**src/rtl/seq_det_pkg.sv**
```systemverilog
// Shared types and helpers for the parameterised serial sequence detector.
package seq_det_pkg;

  typedef enum logic {
    ST_IDLE = 1'b0,
    ST_RUN  = 1'b1
  } state_t;

  // Width needed to hold a length value in the range 0..max_len inclusive.
  function automatic int len_width(input int max_len);
    return $clog2(max_len) + 1;
  endfunction

endpackage

```
**src/rtl/seq_det_window.sv**
```systemverilog
// Bit history, fill counter and masked compare against the active pattern.
module seq_det_window
  import seq_det_pkg::*;
#(
  parameter int MAX_LEN = 8,
  parameter int LEN_W   = len_width(MAX_LEN)
) (
  input  logic               clk,
  input  logic               rst,
  input  logic               shift_en,
  input  logic               clear,
  input  logic               overlap,
  input  logic               in_bit,
  input  logic [MAX_LEN-1:0] pattern,
  input  logic [LEN_W-1:0]   len,
  output logic               hit
);

  localparam logic [LEN_W-1:0] FILL_MAX = LEN_W'(MAX_LEN);

  logic [MAX_LEN-1:0] history_reg;
  logic [MAX_LEN-1:0] history_next;
  logic [MAX_LEN-1:0] mask;
  logic [LEN_W-1:0]   fill_reg;
  logic [LEN_W-1:0]   fill_inc;

  // Only the newest len bits take part in the compare.
  generate
    for (genvar gi = 0; gi < MAX_LEN; gi++) begin : g_mask
      assign mask[gi] = (LEN_W'(gi) < len);
    end
  endgenerate

  // Hit is evaluated on the post-shift view so the match lands on the sampling edge.
  always_comb begin
    history_next = {history_reg[MAX_LEN-2:0], in_bit};
    fill_inc     = (fill_reg == FILL_MAX) ? fill_reg : fill_reg + LEN_W'(1);
    hit          = shift_en && (fill_inc >= len) &&
                   ((history_next & mask) == (pattern & mask));
  end

  always_ff @(posedge clk or posedge rst) begin
    if (rst) begin
      history_reg <= '0;
      fill_reg    <= '0;
    end else if (clear) begin
      history_reg <= '0;
      fill_reg    <= '0;
    end else if (shift_en) begin
      history_reg <= history_next;
      fill_reg    <= (hit && !overlap) ? '0 : fill_inc;
    end
  end

endmodule

```
**src/rtl/seq_detector_param.sv**
```systemverilog
// Runtime-configurable serial pattern detector with match pulse and saturating count.
module seq_detector_param
  import seq_det_pkg::*;
#(
  parameter int               MAX_LEN     = 8,
  parameter int               CNT_W       = 16,
  parameter logic [MAX_LEN-1:0] DEF_PATTERN = 8'b0000_1010,
  parameter int               DEF_LEN     = 4,
  parameter logic             DEF_OVERLAP = 1'b1
) (
  input  logic                          clk,
  input  logic                          rst,
  input  logic                          in_valid,
  input  logic                          in_bit,
  input  logic                          cfg_load,
  input  logic [MAX_LEN-1:0]            cfg_pattern,
  input  logic [len_width(MAX_LEN)-1:0] cfg_len,
  input  logic                          cfg_overlap,
  input  logic                          cnt_clr,
  output logic                          match,
  output logic [CNT_W-1:0]              match_count,
  output logic                          cfg_err
);

  localparam int               LEN_W   = len_width(MAX_LEN);
  localparam logic [LEN_W-1:0] LEN_MIN = LEN_W'(2);
  localparam logic [LEN_W-1:0] LEN_MAX = LEN_W'(MAX_LEN);
  localparam logic [LEN_W-1:0] LEN_DEF = LEN_W'(DEF_LEN);

  state_t             state_reg;
  state_t             state_next;
  logic [MAX_LEN-1:0] pattern_reg;
  logic [LEN_W-1:0]   len_reg;
  logic               overlap_reg;
  logic               cfg_err_reg;
  logic               match_reg;
  logic [CNT_W-1:0]   count_reg;
  logic               cfg_legal;
  logic               load_ok;
  logic               run;
  logic               shift_en;
  logic               hit;

  assign cfg_legal = (cfg_len >= LEN_MIN) && (cfg_len <= LEN_MAX);
  assign load_ok   = cfg_load && cfg_legal;

  always_ff @(posedge clk or posedge rst) begin
    if (rst) state_reg <= ST_RUN;
    else     state_reg <= state_next;
  end

  always_comb begin
    state_next = state_reg;
    if (cfg_load) state_next = cfg_legal ? ST_RUN : ST_IDLE;
  end

  // A load in the same cycle as a valid bit drops that bit.
  always_comb begin
    run      = (state_reg == ST_RUN);
    shift_en = run && in_valid && !cfg_load;
  end

  always_ff @(posedge clk or posedge rst) begin
    if (rst) begin
      pattern_reg <= DEF_PATTERN;
      len_reg     <= LEN_DEF;
      overlap_reg <= DEF_OVERLAP;
      cfg_err_reg <= 1'b0;
    end else if (cfg_load) begin
      cfg_err_reg <= !cfg_legal;
      if (cfg_legal) begin
        pattern_reg <= cfg_pattern;
        len_reg     <= cfg_len;
        overlap_reg <= cfg_overlap;
      end
    end
  end

  seq_det_window #(
    .MAX_LEN (MAX_LEN),
    .LEN_W   (LEN_W)
  ) u_window (
    .clk      (clk),
    .rst      (rst),
    .shift_en (shift_en),
    .clear    (load_ok),
    .overlap  (overlap_reg),
    .in_bit   (in_bit),
    .pattern  (pattern_reg),
    .len      (len_reg),
    .hit      (hit)
  );

  always_ff @(posedge clk or posedge rst) begin
    if (rst) begin
      match_reg <= 1'b0;
      count_reg <= '0;
    end else begin
      match_reg <= hit;
      if (cnt_clr)                 count_reg <= '0;
      else if (hit && !(&count_reg)) count_reg <= count_reg + CNT_W'(1);
    end
  end

  assign match       = match_reg;
  assign match_count = count_reg;
  assign cfg_err     = cfg_err_reg;

endmodule

```
**config.mk**
```make
export PLATFORM = sky130hd
export DESIGN_NAME = seq_detector_param
export DESIGN_NICKNAME = d
export VERILOG_FILES = /design/src/rtl/seq_det_pkg.sv /design/src/rtl/seq_det_window.sv /design/src/rtl/seq_detector_param.sv
export SDC_FILE = /design/constraint.sdc
export NUM_CORES = 1
export LEC_CHECK = 0
export BUFFER_PORTS_ARGS = -buffer_cell sky130_fd_sc_hd__buf_4
export CAP_MARGIN = 10
export CORE_AREA = 2 2 81 83
export CTS_BUF_LIST = sky130_fd_sc_hd__clkbuf_16
export DETAILED_ROUTE_END_ITERATION = 12
export DIE_AREA = 0 0 83 85
export PLACE_DENSITY = 0.6
export RECOVER_POWER = 50
export SYNTH_ARGS = -nofsm -noshare
export SYNTH_HDL_FRONTEND = slang
export SYNTH_SLANG_ARGS = --single-unit
```
**constraint.sdc**
```tcl
create_clock -name clk -period 5.35 [get_ports clk]
set_input_delay 0.535 -clock clk [delete_from_list [all_inputs] [get_ports clk]]
set_output_delay 0.535 -clock clk [all_outputs]
set_load 0.02 [all_outputs]
```
==> impl_metrics.toml <==
[cts]
post-cts-setup-buffers = 0
clk_pin_slew_worst_paths_ps = 60
cts_tree = "yes"
cts_buffer_depth = 2
h-tree-depth = 2
cts_resized = 0
cts.sinks = 43
cts-root-buf = "clkbuf_16"
cts_hold_buf = 0
clkLatencyLatePin_ps = 280
cts_made_buffers = 5

[outcome]
outcome = "finished, violations left"
violations = "max-capacitance violations, max-slew violations"

[setup_path]
worstSetupEndpointType = "register"
cp_data_arrival_time_ps = 3020
timing.rr.start = "u_window.fill_reg[0]$_DFFE_PP0P_"
crit_type = "register to register"
crit_required_ps = 5510
regToRegSetupSlack_ps = 2500
start_kind = "register"
startpoint = "u_window.fill_reg[0]$_DFFE_PP0P_"
critical_path.max_fanout = 12

[placed_design]
placed_area_mm2 = 0.00271
dpl_worst_slack_ps = 2350
gp_congestion = 0.793
dp_hpwl_um = 3300
placedCellCount = 347
port_buffers = 36

[final_layout]
area_growth_pct = 18.2
diodes = 0
largest_register_ffs = 16
fin_util_pct = 45.7
fin_area_mm2 = 0.00283
instances_no_fill = 355
drive_above_1_share_pct = 23.0
nNetsFinal = 303

[timing]
setup_ws_ps = 2500
worst_pin_slew_ps = 2380
min_period_ps = 2850
setup_violations = 0
slew_headroom_pct = -58.9
rsz0062_at_grt = "no"
skew_ps = 5.60
finalMaxSlewViolations = 44
max_freq_ghz = 0.350
hold-worst-slack_ps = 448
finalCritPeriodShare_pct = 53.4
tns_ps = 0
hold_viol = 0

[synthesis]
yosys.cell_types.count = 41
ys.flop_type = "dfrtp_1"
synth_top_family_by_area = "simple AND/OR/NAND/NOR gates"
synth_fa_ha_area_share_pct = 3.65
synth_compound_area_share_pct = 8.09
syn_inst = 246
yosysWarningCount = 0
ys_seq_area_share_pct = 45.1
synthArstFlopShare_pct = 100
synth_area_per_cell_um2 = 9.75
muxShareOfSynthArea_pct = 12.6
ys_ff_latch = 43
synth-edff-count = 0
synth_area_mm2 = 0.00240
synth_nets = 272
yosys.area_share.xor_xnor_pct = 3.65
yosys.area_share.simple_pct = 22.3

[die]
floorplan.initialDensity_pct = 38.6
ios = 37
coreArea_mm2 = 0.00620
fp.dieArea_mm2 = 0.00706
fp-row-count = 29
die_x_um = 83
die_h_um = 85

[drt]
drtAntennaViolNets = 0
wl_per_cell_um = 13.2
totalWireLength_um = 4690
via_per_inst = 5.11
drtIter0Drc = 106
first_pass_iters = 4
drc = 0
via_count = 1813

[power_and_ir_drop]
finalPower_mw = 0.808
power_density_mw_per_mm2 = 285
ir_drop_v = 0.000148
leakage_nw = 1.22

[global_route]
grt.overflow.total = 0
grt_pass1_wl_um = 8330
track_usage_pct = 14.3
antenna_found_initial = 0
grt_start_max_net_pins = 44
grt_pass1_vias = 1779

[worst_hold_path]
hold_path.class = "input port to register"
hold_start = "cfg_load"

[run]
drv_cap = 1
layout by cell type, fill, tap and decap left out, types with 2 or more instances in the layout:
master,n
xnor2_1,10
o21ai_0,15
buf_4,29
dfstp_2,5
ha_1,7
mux2_2,18
dfrtp_1,38
clkbuf_16,5
nor2b_1,13
nor4_1,15
nand2_1,31
clkbuf_1,8
nand3_1,8
inv_1,10
o22ai_1,2
mux2_1,8
inv_6,2
nand4_1,2
and3_1,3
nand2b_1,4
a2111o_1,2
o31ai_1,2
nor3_1,3
nor2_1,18
metal layers:
| metal | share of wire [%] | GRT usage, % |
|---|---|---|
| met4 | 1.3 | 4.47 |
| met1 | 47 | 19.1 |
| met3 | 2.5 | 3.11 |
| met5 | 0 | 0 |
| met2 | 49 | 23.4 |
report_power, final:
| part | leakage, nW | internal [mW] | switching [mW] | total, mW |
|---|---|---|---|---|
| logic | 0.591 | 0.0571 | 0.0618 | 0.119 |
| registers | 0.558 | 0.354 | 0.0260 | 0.380 |
| clock network | 0.0748 | 0.177 | 0.132 | 0.309 |
cell usage after synthesis, drive strengths merged, types with 2 or more instances:
cell type / number / area (um^2)
clkbuf: 9 / 33.8
nor4b: 2 / 23.8
ha: 7 / 87.6
nor3: 4 / 25.0
nor2b: 13 / 81.3
nor2: 18 / 67.6
nand4: 2 / 12.5
mux2: 26 / 293
and3: 3 / 18.8
nand3: 8 / 40.0
nand2: 31 / 116
nand2b: 4 / 25.0
a2111o: 2 / 22.5
inv: 11 / 41.3
dfstp: 5 / 131
xnor2: 10 / 87.6
dfrtp: 38 / 951
nor4: 15 / 93.8
o31ai: 2 / 15.0
o21ai: 16 / 80.1
buf: 5 / 33.8
o22ai: 2 / 12.5
o21ba: 2 / 20.0
logic make-up (layout without fill, tap and decap cells):
logic type               Yosys count  count (layout)
adder cells (fa/ha/maj)            7               7
XOR/XNOR                          10              10
buffers and inverters             25              57
flip-flops                        43              43
AO/OA/AOI/OAI                     30              30
multiplexers                      27              27
AND/OR/NAND/NOR                  104             104
area by class of cell:
cell class                      instances  area, um^2
Fill cell                             604        3370
Sequential cell                        43        1080
Clock buffer                            5         125
Tap cell                               77        96.3
Multi-Input combinational cell        178        1210
Timing Repair Buffer                   38         255
Clock inverter                          3        26.3
Inverter                               11        41.3
worst max-delay path: stages (launching register included):
cell and delay (ps):
dfrtp_1 410, inv_1 100, ha_1 160, nand2_1 60, nor2_1 120, xnor2_1 160
ha_1 260, nand2b_1 140, a2111o_1 470, nand2_1 380, nor4_1 130, mux2_1 340
final timing paths:
| kind | depth (start not counted) | endpoint |
|---|---|---|
| setup / recovery | 11 | match_count[6]$_DFFE_PP0P_ |
| min in group asynchronous | 3 | pattern_reg[2]$_DFFE_PP0P_ |
| hold reg to reg | 2 | run$_DFFE_PP1P_ |
| hold / removal | 2 | run$_DFFE_PP1P_ |
| setup reg to reg | 11 | match_count[6]$_DFFE_PP0P_ |
| max in group asynchronous | 3 | match_count[15]$_DFFE_PP0P_ |
(Power assumes the default switching activity.)
